<file path="src/rtl/spi_shift_engine.sv">
// SPI shift engine: parameterised load/shift register with transfer framing.
// A loaded word is shifted out one bit per shift strobe while serial input
// bits are shifted in. After WIDTH shifts the received word is latched into
// rx_data and done pulses. Abort cancels a transfer and keeps the register.
module spi_shift_engine #(
  parameter int   WIDTH      = 8,
  parameter bit   MSB_FIRST  = 1'b1,
  parameter logic IDLE_LEVEL = 1'b0
) (
  input  logic             clk,
  input  logic             rst,
  input  logic             load,
  input  logic [WIDTH-1:0] din,
  input  logic             shift,
  input  logic             in,
  input  logic             abort,
  output logic             out,
  output logic [WIDTH-1:0] dout,
  output logic [WIDTH-1:0] rx_data,
  output logic             busy,
  output logic             done,
  output logic             load_err
);

  localparam int CNT_W = $clog2(WIDTH + 1);
  localparam logic [CNT_W-1:0] LAST_BIT = CNT_W'(WIDTH - 1);

  typedef enum logic {IDLE, ACTIVE} state_t;

  state_t             state_q, state_d;
  logic [CNT_W-1:0]   cnt_q, cnt_d;
  logic [WIDTH-1:0]   shr_q, shr_d;
  logic [WIDTH-1:0]   rx_q, rx_d;
  logic               done_q, done_d;
  logic               err_q, err_d;
  logic [WIDTH-1:0]   shifted;

  // One shift step in the configured direction with the new serial bit.
  function automatic logic [WIDTH-1:0] shift_step(input logic [WIDTH-1:0] s,
                                                  input logic b);
    if (MSB_FIRST) shift_step = {s[WIDTH-2:0], b};
    else           shift_step = {b, s[WIDTH-1:1]};
  endfunction

  // Next register value if the current cycle carries a shift strobe.
  always_comb begin
    shifted = shift_step(shr_q, in);
  end

  // Next-state logic; abort overrides load and shift, load beats shift in IDLE.
  always_comb begin
    state_d = state_q;
    cnt_d   = cnt_q;
    shr_d   = shr_q;
    rx_d    = rx_q;
    done_d  = 1'b0;
    err_d   = 1'b0;
    if (abort) begin
      state_d = IDLE;
      cnt_d   = '0;
    end else begin
      case (state_q)
        IDLE: begin
          if (load) begin
            shr_d   = din;
            cnt_d   = '0;
            state_d = ACTIVE;
          end
        end
        ACTIVE: begin
          if (load) err_d = 1'b1;
          if (shift) begin
            shr_d = shifted;
            if (cnt_q == LAST_BIT) begin
              rx_d    = shifted;
              cnt_d   = '0;
              state_d = IDLE;
              done_d  = 1'b1;
            end else begin
              cnt_d = cnt_q + 1'b1;
            end
          end
        end
        default: state_d = IDLE;
      endcase
    end
  end

  // State, data and pulse registers with asynchronous active-low reset.
  always_ff @(posedge clk or negedge rst) begin
    if (!rst) begin
      state_q <= IDLE;
      cnt_q   <= '0;
      shr_q   <= '0;
      rx_q    <= '0;
      done_q  <= 1'b0;
      err_q   <= 1'b0;
    end else begin
      state_q <= state_d;
      cnt_q   <= cnt_d;
      shr_q   <= shr_d;
      rx_q    <= rx_d;
      done_q  <= done_d;
      err_q   <= err_d;
    end
  end

  assign busy     = (state_q == ACTIVE);
  assign out      = busy ? (MSB_FIRST ? shr_q[WIDTH-1] : shr_q[0]) : IDLE_LEVEL;
  assign dout     = shr_q;
  assign rx_data  = rx_q;
  assign done     = done_q;
  assign load_err = err_q;

endmodule

</file>
<file path="config.mk">
export PLATFORM = sky130hd
export DESIGN_NAME = spi_shift_engine
export DESIGN_NICKNAME = d
export VERILOG_FILES = /design/src/rtl/spi_shift_engine.sv
export SDC_FILE = /design/constraint.sdc
export NUM_CORES = 1
export LEC_CHECK = 0
export ABC_AREA = 0
export BUFFER_PORTS_ARGS = -buffer_cell sky130_fd_sc_hd__buf_2
export CAP_MARGIN = 20
export CORE_AREA = 2 2 55 57
export CTS_BUF_LIST = sky130_fd_sc_hd__clkbuf_8
export DETAILED_ROUTE_END_ITERATION = 6
export DIE_AREA = 0 0 57 59
export PLACE_DENSITY = 0.59
export RECOVER_POWER = 100
export SLEW_MARGIN = 0
export SYNTH_ARGS = -nofsm -noshare
export SYNTH_HDL_FRONTEND = slang
export SYNTH_SLANG_ARGS = --single-unit
</file>
<file path="constraint.sdc">
create_clock -name clk -period 1.74 [get_ports clk]
set_input_delay 0.174 -clock clk [delete_from_list [all_inputs] [get_ports clk]]
set_output_delay 0.174 -clock clk [all_outputs]
set_load 0.02 [all_outputs]
</file>
### Word level (Yosys, flattened, before mapping)

Index checks and enable logic that the tools add are counted.
W data, S select, Z words.

| cells by class | value |
|---|---|
| reductions and logical operators | 3 |
| muxes and demuxes | 20 |
| equal/unequal tests | 5 |
| bitwise operators | 2 |
| add/subtract/negate cells | 1 |

Operators with widths:

| operator | number |
|---|---|
| $mux W4 | 4 |
| $mux W8 | 2 |
| $pmux W8 S2 | 1 |
| $mux W1 | 11 |
| $pmux W4 S2 | 1 |
| $ne A3 B3 Y1 const B | 2 |
| $add A4 B1 Y4 const B | 1 |
| $eq A4 B3 Y1 const B | 1 |
| $ne A2 B2 Y1 const B | 2 |
| $reduce_and A4 Y1 | 1 |
| $reduce_and A3 Y1 | 1 |
| $not A1 Y1 | 2 |
| $pmux W1 S2 | 1 |
| $reduce_and A2 Y1 | 1 |

| word-level totals | value |
|---|---|
| register bits | 23 |
| logic and storage cells | 37 |

### Longest topological paths before layout

Gate-level depths: netlist (run 1).

| depth | value |
|---|---|
| word-level depth | 5 |
| mapped depth | 5 |
| depth with buffers taken out | 4 |

### Least setup slack after synthesis (run 1)

OpenSTA, ideal clock, no wires.

| path | value |
|---|---|
| path type | reg-to-reg |
| start | reg cnt_q[0] |
| end | reg rx_q[0] (netlist: rx_data[0]) |
| period minus slack after synthesis | 1496 ps |
| cell stages (with the launch flop) | 5 |
| required time | 1615 ps |
| path slack | 244 ps |
| path buffers | 0 |
| setup time | 125 ps |
| arrival | 1371 ps |
| cells stage by stage | dfrtp_1 -> ha_1 -> nand3b_1 -> nor3_4 -> mux2_2 |

| between the ends | value |
|---|---|
| cells in the longest elaborated chain, start to end | 2 |

Ends and longest elaborated chain:

| what | RTL line | RTL |
|---|---|---|
| start, declared | 31 | `logic [CNT_W-1:0] cnt_q, cnt_d;` |
| start signal, assigned | 100 | `cnt_q <= cnt_d;` |
| $eq A4 B3 Y1 | 74 | `if (cnt_q == LAST_BIT) begin` |
| $reduce_and A4 Y1 (no source line) | n/a |  |
| end signal, assigned | 102 | `rx_q <= rx_d;` |
| end, declared | 33 | `logic [WIDTH-1:0] rx_q, rx_d;` |

No other way between the ends.
A chain may end at the register's enable or synchronous reset.

### Final worst setup path (run 1)

Ends and elaborated chain as after synthesis.

==> results.sh, run 1 <==
export IMPL_status="completed"
export IMPL_dpl_hpwl_um=1510
export IMPL_path_class="flip-flop to flip-flop"
export IMPL_die_w_um=57
export IMPL_cts_buffer_depth=2
export IMPL_relSlewSlack=0.192
export IMPL_portBuffers=33
export IMPL_ios=34
export IMPL_syn_nets=93
export IMPL_grt_util_met3=0.0306
export IMPL_grt_usage=0.140
export IMPL_grt_util_met2=0.227
export IMPL_busiest_layer="met2"
export IMPL_clock_sinks=23
export IMPL_ys_warn_count=0
export IMPL_grt_max_degree=24
export IMPL_drtAntennaViolNets=0
export IMPL_final_hold_viol_count=0
export IMPL_dpl_cell_area_um2=1260
export IMPL_arrival_ns=1.77
export IMPL_grt_overflow=0
export IMPL_netlist_area_um2=1060
export IMPL_rsz0062_at_grt="no"
export IMPL_fill_cells=281
export IMPL_die_height_um=59
export IMPL_grt_pass1_vias=791
export IMPL_drive_gt1_frac=0.393
export IMPL_fmax_mhz=616
export IMPL_vias=763
export IMPL_area_delta_synth_final_pct=22.1
export IMPL_finalClockSkew_ns=0.00185
export IMPL_fin_nets=133
export IMPL_cts_root_buf="clkbuf_8"
export IMPL_antenna_found_initial=0
export IMPL_crit_path_start_kind="flip-flop"
export IMPL_multiInputGateArea_um2=457
export IMPL_wire_per_inst_um=13.8
export IMPL_synth_cell_type_count=27
export IMPL_crit_required_ns=1.89
export IMPL_setup_viol=0
export IMPL_stdcell_area_um2=1290
export IMPL_post_route_min_period_ns=1.62
export IMPL_gp_congestion=0.803
export IMPL_syn_inst=78
export IMPL_synth_avg_cell_area_um2=13.6
export IMPL_tightest_slew_ns=1.21
export IMPL_cts_resized=0
export IMPL_crit_fanout=4
export IMPL_peakVddDrop_uv=572
export IMPL_cts_buffers=3
export IMPL_core_area_um2=2710
export IMPL_cts_tree="yes"
export IMPL_grt_pass1_wl_um=3550
export IMPL_powerDensity_nw_per_um2=940
export IMPL_start_util=0.391
export IMPL_seq_area_um2=576
export IMPL_grt_use_met1=0.178
export IMPL_first_pass_iters=4
export IMPL_drt_iter0_drc=13
export IMPL_setup_tns_final_ns=0
export IMPL_drc=0
export IMPL_dieArea_um2=3360
export IMPL_period_share=0.933
export IMPL_synth_seq_area_share=0.543
export IMPL_drt_vias_per_instance=5.16
export IMPL_clock_latency_ns=0.26
export IMPL_num_antenna_cells=0
export IMPL_end_kind="flip-flop"
export IMPL_ys_ff_latch=23
export IMPL_fp_row_count=19
export IMPL_p_leak_nw=0.597
export IMPL_drv_slew=0
export IMPL_h_tree_depth=1
export IMPL_wirelength_um=2040
export IMPL_clk_pin_slew_ns=0.08
export IMPL_maxCapViolations=0
export IMPL_hold_path_class="input pin to flip-flop"
[flip-flops by register name (all words and copies together) (netlist names)]
register  cells
done          1
busy          1
cnt_q         4
load_err      1
rx_data       8
dout          8
[placed cells by master, fill, tap and decap left out]
cell / netlist / final
a21boi_0: 1 / 1
a21oi_1: 1 / 1
a22oi_1: 1 / 1
a32oi_1: 1 / 1
and2_0: 0 / 1
and3_1: 1 / 1
and3b_1: 1 / 1
buf_2: 1 / 13
buf_4: 0 / 1
clkbuf_1: 1 / 22
clkbuf_2: 0 / 1
clkbuf_8: 0 / 3
dfrtp_1: 23 / 23
dlygate4sd3_1: 0 / 1
ha_1: 1 / 1
inv_1: 2 / 3
mux2_2: 25 / 25
mux2i_1: 1 / 1
nand2_1: 1 / 1
nand2_2: 1 / 1
nand2b_1: 1 / 1
nand3_1: 2 / 2
nand3b_1: 1 / 1
nand4b_1: 1 / 1
nor2_1: 3 / 3
nor2_4: 1 / 1
nor3_1: 1 / 1
nor3_4: 1 / 1
o21ai_0: 2 / 2
o22ai_1: 1 / 1
[final cells by class]
cell class	count	area share
clock buffer	3	0.0319
clock inverter	1	0.00290
inverter	2	0.00580
multi-input combinational	50	0.353
sequential	23	0.445
tap	31	0.0300
timing repair buffer	38	0.132
[synth_stat cells]
master,n,area (um2)
and3_1,1,6.26
nor2_1,3,11.3
nand4b_1,1,8.76
a22oi_1,1,7.51
and2_1,1,6.26
a32oi_1,1,8.76
buf_6,1,11.3
and3b_1,1,8.76
a21oi_1,1,5.00
inv_1,2,7.51
mux2_2,25,282
nand2_2,1,6.26
ha_1,1,12.5
a21boi_0,1,7.51
clkbuf_1,1,3.75
nor2_4,1,11.3
o22ai_1,1,6.26
nand2_1,1,3.75
nand3b_1,1,7.51
nor3_4,1,16.3
dfrtp_1,23,576
nand2b_1,1,6.26
buf_2,1,5.00
nor3_1,1,5.00
o21ai_0,2,10.0
nand3_1,2,10.0
mux2i_1,1,10.0
[layer usage]
layer  part of all wire  routed length (um)
met2               0.49                1000
met3              0.050                 102
met4              0.018                  37
met1               0.44                 896
met5                  0                   0
[per-stage QoR]
stage                     hold WS, ns   util  cells  total power [mW]  setup WS, ns
after CTS                       0.161  0.485    146              1.25        0.0435
final                           0.163  0.477    148              1.22         0.116
after global placement          0.177  0.464    141             0.925        0.0963
after detailed placement        0.175  0.464    141             0.930        0.0560
after global routing            0.155  0.477    148              1.30        0.0210
after floorplan                -0.122      -     78             0.819         0.244
[cells by family after synthesis]
family,count (synthesis),share of synthesized area
AO/OA/AOI/OAI,7,0.0425
adder cells (fa/ha/maj),1,0.0118
buffers and inverters,5,0.0260
flip-flops,23,0.543
multiplexers,26,0.275
AND/OR/NAND/NOR,16,0.102
[timing repair]
item                                   4_1_cts  5_1_grt
hold buffers                                 1        0
setup endpoints to repair                    0        8
endpoints found under the hold margin       23        0
buffers inserted                             0        2
[critical path: stages (launching register included)]
cell and delay (ns):
dfrtp_1 0.40, ha_1 0.20, nand3b_1 0.19, nor3_4 0.22
clkbuf_2 0.17, mux2_2 0.34
[report_power, final]
group / leakage, nW / internal [mW] / switching, mW
logic: 0.269 / 0.109 / 0.151
registers: 0.302 / 0.589 / 0.0526
clock network: 0.0269 / 0.157 / 0.158
[final timing paths]
path	cells past startpoint	from	end	slack (ns)
worst max register to register	5	cnt_q[0]$_DFFE_PN0P_	rx_data[0]$_DFFE_PN0P_	0.12
worst min-delay path	2	in	rx_data[0]$_DFFE_PN0P_	0.16
max in group asynchronous	2	rst	dout[7]$_DFFE_PN0P_	0.33
min in group asynchronous	2	rst	load_err$_DFF_PN0_	0.69
worst min register to register	1	rx_data[3]$_DFFE_PN0P_	rx_data[3]$_DFFE_PN0P_	0.51
worst max-delay path	5	cnt_q[0]$_DFFE_PN0P_	rx_data[0]$_DFFE_PN0P_	0.12
Note: power is estimated with default switching activity, not from simulation.
==> inputs of run 2 (changes only) <==
--- a/config.mk
+++ b/config.mk
@@ -13,7 +13,7 @@
 export DETAILED_ROUTE_END_ITERATION = 6
 export DIE_AREA = 0 0 57 59
 export PLACE_DENSITY = 0.59
-export RECOVER_POWER = 100
+export RECOVER_POWER = 50
 export SLEW_MARGIN = 0
 export SYNTH_ARGS = -nofsm -noshare
 export SYNTH_HDL_FRONTEND = slang
==> run 2 against run 1 <==
Against the previous run: clock skew shrank 0.00087 ns; global-route usage is the same; sequential power is essentially flat; critical path type unchanged; largest power group unchanged; highest routed layer unchanged.
==> results.sh, run 2 (synthesis results as in run 1) <==
export IMPL_status="completed"
export IMPL_powerDensity_nw_per_um2=936
export IMPL_dr_wl_met3_um=105
export IMPL_arrival_ns=1.77
export IMPL_fp_row_count=19
export IMPL_p_clk_frac=0.255
export IMPL_cts_root_buf="clkbuf_8"
export IMPL_swShare=0.291
export IMPL_start_util=0.391
export IMPL_final_core_util=0.484
export IMPL_vias=768
export IMPL_portBuffers=33
export IMPL_area_delta_synth_final_pct=23.8
export IMPL_die_height_um=59
export IMPL_routed_wl_met2_um=990
export IMPL_grt_usage=0.140
export IMPL_post_route_min_period_ns=1.62
export IMPL_crit_slowest_cell="dfrtp_1"
export IMPL_drt_vias_per_instance=5.19
export IMPL_setup_viol=0
export IMPL_p_leak_nw=0.633
export IMPL_maxCapViolations=0
export IMPL_path_class="flip-flop to flip-flop"
export IMPL_layout_common_cells="mux2_2 (25), dfrtp_1 (23), buf_2 (23), clkbuf_1 (11)"
export IMPL_crit_required_ns=1.89
export IMPL_cts_buffer_depth=2
export IMPL_p_int_uw=871
export IMPL_multiInputGateArea_um2=457
export IMPL_wire_per_inst_um=13.7
export IMPL_tightest_slew_ns=1.20
export IMPL_setup_tns_final_ns=0
export IMPL_crit_path_start_kind="flip-flop"
export IMPL_crit_fanout=6
export IMPL_drt_iter0_drc=14
export IMPL_finalClockSkew_ns=0.000979
export IMPL_fmax_mhz=617
export IMPL_first_pass_iters=4
export IMPL_dpl_hpwl_um=1510
export IMPL_p_sw_uw=358
export IMPL_clk_pin_slew_ns=0.07
export IMPL_grt_max_degree=24
export IMPL_p_seq_frac=0.521
export IMPL_drtAntennaViolNets=0
export IMPL_clock_sinks=23
export IMPL_relSlewSlack=0.199
export IMPL_reg2reg_slack_ns=0.12
export IMPL_grt_overflow=0
export IMPL_slowest_delay_ns=0.39
export IMPL_final_common_cell="mux2_2"
export IMPL_wirelength_um=2020
export IMPL_hp_start="in"
export IMPL_clock_latency_ns=0.26
export IMPL_top_layer_used="met4"
export IMPL_grt_pass1_wl_um=3550
export IMPL_dieArea_um2=3360
export IMPL_core_area_um2=2710
export IMPL_rsz0062_at_grt="no"
export IMPL_startpoint="cnt_q[0]$_DFFE_PN0P_"
export IMPL_fin_nets=133
export IMPL_drv_slew=0
export IMPL_num_antenna_cells=0
export IMPL_drc=0
export IMPL_final_hold_viol_count=0
export IMPL_ios=34
export IMPL_worstPathCellList="ha_1 -> nand3b_1 -> nor3_4 -> buf_4 -> mux2_2"
export IMPL_cts_resized=0
export IMPL_period_share=0.932
export IMPL_cts_tree="yes"
export IMPL_die_w_um=57
export IMPL_seq_area_um2=576
export IMPL_peakVddDrop_uv=573
export IMPL_r2r_start="cnt_q[0]$_DFFE_PN0P_"
export IMPL_comb_power_share=0.224
export IMPL_hold_path_class="input pin to flip-flop"
export IMPL_grt_pass1_vias=791
export IMPL_h_tree_depth=1
export IMPL_antenna_found_initial=0
export IMPL_drt_met1_wl_um=889
export IMPL_end_kind="flip-flop"
export IMPL_gp_congestion=0.803
export IMPL_cts_buffers=3
export IMPL_fill_cells=279
export IMPL_drive_gt1_frac=0.487
run 2: cell count changes in the layout (fill, tap and decap cells not counted), sizes merged:
cell	change
buf	+12
clkbuf	-12
run 2: worst paths after layout:
| kind | end | cells past startpoint |
|---|---|---|
| setup / recovery | rx_data[2]$_DFFE_PN0P_ | 5 |
| max in group asynchronous | cnt_q[3]$_DFFE_PN0P_ | 2 |
| setup reg to reg | rx_data[2]$_DFFE_PN0P_ | 5 |
| hold reg to reg | rx_data[3]$_DFFE_PN0P_ | 1 |
| hold / removal | rx_data[0]$_DFFE_PN0P_ | 2 |
| min in group asynchronous | load_err$_DFF_PN0_ | 2 |
run 2: power by group through the flow:
stage	clock [mW]	combinational [mW]	sequential, mW
floorplan	0	0.114	0.705
global route	0.364	0.301	0.652
CTS	0.330	0.282	0.641
detailed placement	0	0.280	0.650
global placement	0	0.278	0.647
finish	0.313	0.275	0.640
run 2: critical path, delay by kind of cell (launching register included):
kind,cells,cell delay [ns]
buffers and inverters,1,0.17
DFF,1,0.39
and+or+nand+nor,2,0.41
adders and majority gates,1,0.20
muxes,1,0.33
run 2: stage by stage:
| stage | instances | worst slack [ns] | power (mW) | area [um2] | hold slack, ns |
|---|---|---|---|---|---|
| 2_1_floorplan | 78 | 0.244 | 0.819 | 1060 | -0.122 |
| 3_3_place_gp | 141 | 0.0963 | 0.925 | 1260 | 0.177 |
| 3_5_place_dp | 141 | 0.0560 | 0.930 | 1260 | 0.175 |
| 4_1_cts | 146 | 0.0435 | 1.25 | 1310 | 0.161 |
| 5_1_grt | 148 | 0.0189 | 1.32 | 1310 | 0.155 |
| 6_report | 148 | 0.118 | 1.23 | 1310 | 0.164 |
run 2: final cells by class:
| cell class | instances | share of cell area |
|---|---|---|
| Sequential cell | 23 | 0.439 |
| Multi-Input combinational cell | 50 | 0.348 |
| Timing Repair Buffer | 38 | 0.144 |
| Clock buffer | 3 | 0.0315 |
| Tap cell | 31 | 0.0296 |
| Inverter | 2 | 0.00572 |
| Clock inverter | 1 | 0.00286 |
run 2: timing repair:
item	in CTS	in global routing
buffers inserted	0	2
hold endpoints to repair	23	0
setup endpoints to repair	0	8
hold buffers	1	0
run 2: routing by layer:
| layer | track usage | vias up |
|---|---|---|
| li1 | - | 360 |
| met1 | 0.178 | 379 |
| met2 | 0.227 | 24 |
| met3 | 0.0306 | 5 |
| met4 | 0.0698 | 0 |
| met5 | 0 | - |
==> inputs of run 3 (changes only) <==
--- a/config.mk
+++ b/config.mk
@@ -12,7 +12,6 @@
 export CTS_BUF_LIST = sky130_fd_sc_hd__clkbuf_8
 export DETAILED_ROUTE_END_ITERATION = 6
 export DIE_AREA = 0 0 57 59
-export PLACE_DENSITY = 0.59
 export RECOVER_POWER = 50
 export SLEW_MARGIN = 0
 export SYNTH_ARGS = -nofsm -noshare
==> constraint.sdc (replaced) <==
create_clock -name clk -period 1.74 [get_ports clk]
set_input_delay 0.087 -clock clk [delete_from_list [all_inputs] [get_ports clk]]
set_output_delay 0.087 -clock clk [all_outputs]
set_load 0.02 [all_outputs]
==> run 3 against run 2 <==
Against the previous run: worst hold slack lost 0.11 ns; utilization up 0.28 points; cell count is the same; via count is 1.2% lower; sequential cell count did not move; count of clock-buffer cells in the layout unchanged; total power rose by 2.8%; cell area up 0.57%; register-to-register slack better by 0.02 ns.
==> results.sh, run 3 (synthesis results as in run 1) <==
export IMPL_drt_vias_per_instance=5.13
export IMPL_wirelength_um=2190
export IMPL_wire_per_inst_um=14.8
export IMPL_first_pass_iters=5
export IMPL_finalClockSkew_ns=0.00113
export IMPL_worstPathCellList="ha_1 -> nand3b_1 -> nor3_4 -> buf_4 -> mux2_2"
export IMPL_crit_buf_inv=1
export IMPL_setup_viol=0
export IMPL_post_place_ws_ns=0.147
export IMPL_dpl_hpwl_um=1580
export IMPL_drv_slew=0
export IMPL_powerDensity_nw_per_um2=957
export IMPL_fin_total_pwr_mw=1.26
export IMPL_crit_fanout=9
export IMPL_post_route_min_period_ns=1.60
export IMPL_cts_buffers=3
export IMPL_fp_row_count=19
export IMPL_p_leak_nw=0.630
export IMPL_crit_path_start_kind="flip-flop"
export IMPL_num_antenna_cells=0
export IMPL_final_hold_viol_count=0
export IMPL_tightest_slew_ns=1.22
export IMPL_die_w_um=57
export IMPL_layout_common_cells="mux2_2 (25), dfrtp_1 (23), buf_2 (23), clkbuf_1 (10), buf_4 (4)"
export IMPL_start_util=0.391
export IMPL_final_core_util=0.487
export IMPL_fmax_mhz=626
export IMPL_grt_pass1_vias=745
export IMPL_arrival_ns=1.76
export IMPL_hold_path_class="input pin to flip-flop"
export IMPL_peakVddDrop_uv=708
export IMPL_grt_overflow=0
export IMPL_gp_congestion=0.832
export IMPL_drt_iter0_drc=12
export IMPL_clk_pin_slew_ns=0.08
export IMPL_path_class="flip-flop to flip-flop"
export IMPL_drc=0
export IMPL_grt_usage=0.146
export IMPL_period_share=0.918
export IMPL_die_height_um=59
export IMPL_status="completed"
export IMPL_h_tree_depth=1
export IMPL_crit_required_ns=1.90
export IMPL_grt_pass1_wl_um=3640
export IMPL_core_area_um2=2710
export IMPL_clock_latency_ns=0.27
export IMPL_drive_gt1_frac=0.504
export IMPL_vias=759
export IMPL_ios=34
export IMPL_setup_tns_final_ns=0
export IMPL_hold_slack_ns=0.0590
export IMPL_crit_family="flip-flops"
export IMPL_end_kind="flip-flop"
export IMPL_cts_tree="yes"
export IMPL_cts_resized=0
export IMPL_cts_buffer_depth=2
export IMPL_fin_nets=133
export IMPL_portBuffers=33
export IMPL_rsz0062_at_grt="no"
export IMPL_cts_root_buf="clkbuf_8"
export IMPL_grt_max_degree=24
export IMPL_reg2reg_slack_ns=0.14
export IMPL_final_common_cell="mux2_2"
export IMPL_clock_sinks=23
export IMPL_relSlewSlack=0.186
export IMPL_maxCapViolations=0
export IMPL_crit_slowest_cell="dfrtp_1"
export IMPL_fin_ws_ns=0.142
export IMPL_drtAntennaViolNets=0
export IMPL_slowest_delay_ns=0.41
export IMPL_antenna_found_initial=0
export IMPL_area_delta_synth_final_pct=24.6
export IMPL_dieArea_um2=3360
==> run 3: changes by cell type in the layout (fill, tap and decap cells not counted) <==
| cell | delta |
|---|---|
| clkbuf_1 | -1 |
| clkinvlp_4 | +1 |
| buf_4 | +1 |
| inv_1 | -1 |
==> run 3: per-layer routing <==
metal,vias to the layer above,wire (um),track usage,share of wire
met5,-,0,0,0
met2,23,1050,0.222,0.48
met3,5,145,0.0546,0.066
met1,373,974,0.194,0.44
li1,358,-,-,-
met4,0,27,0.0498,0.012
==> run 3: final timing paths <==
kind                                   startpoint                      to  cells after the start
setup / recovery             cnt_q[0]$_DFFE_PN0P_  rx_data[5]$_DFFE_PN0P_                      5
hold / removal                                 in  rx_data[0]$_DFFE_PN0P_                      2
setup reg to reg             cnt_q[0]$_DFFE_PN0P_  rx_data[5]$_DFFE_PN0P_                      5
hold reg to reg            rx_data[4]$_DFFE_PN0P_  rx_data[4]$_DFFE_PN0P_                      1
max in group asynchronous                     rst    cnt_q[1]$_DFFE_PN0P_                      2
min in group asynchronous                     rst          busy$_DFF_PN0_                      2
==> run 3: per-stage QoR <==
step / std cells / cell area, um2
2_1_floorplan: 78 / 1060
3_3_place_gp: 142 / 1270
3_5_place_dp: 142 / 1270
4_1_cts: 147 / 1330
5_1_grt: 148 / 1320
6_report: 148 / 1320
==> run 3: worst register-to-register path, stage by stage (launching register included) <==
cell and delay [ns]:
dfrtp_1 0.41, ha_1 0.22, nand3b_1 0.18, nor3_4 0.15, buf_4 0.19, mux2_2 0.35
==> run 3: cell type report <==
cell class	count	area [um2]
sequential	23	576
inverter	2	7.51
timing repair buffer	38	193
tap	31	38.8
clock buffer	3	41.3
multi-input combinational	50	457
clock inverter	1	7.51
fill	258	1390
==> run 3: timing repair <==
action	CTS	global route
buffers inserted	0	1
hold buffers	1	0
endpoints found under the hold margin	23	0
endpoints found under the setup margin	0	1
==> run 3: power by group <==
| part | switching [mW] | internal [mW] |
|---|---|---|
| Sequential | 0.0498 | 0.589 |
| Combinational | 0.153 | 0.126 |
| Clock | 0.183 | 0.162 |
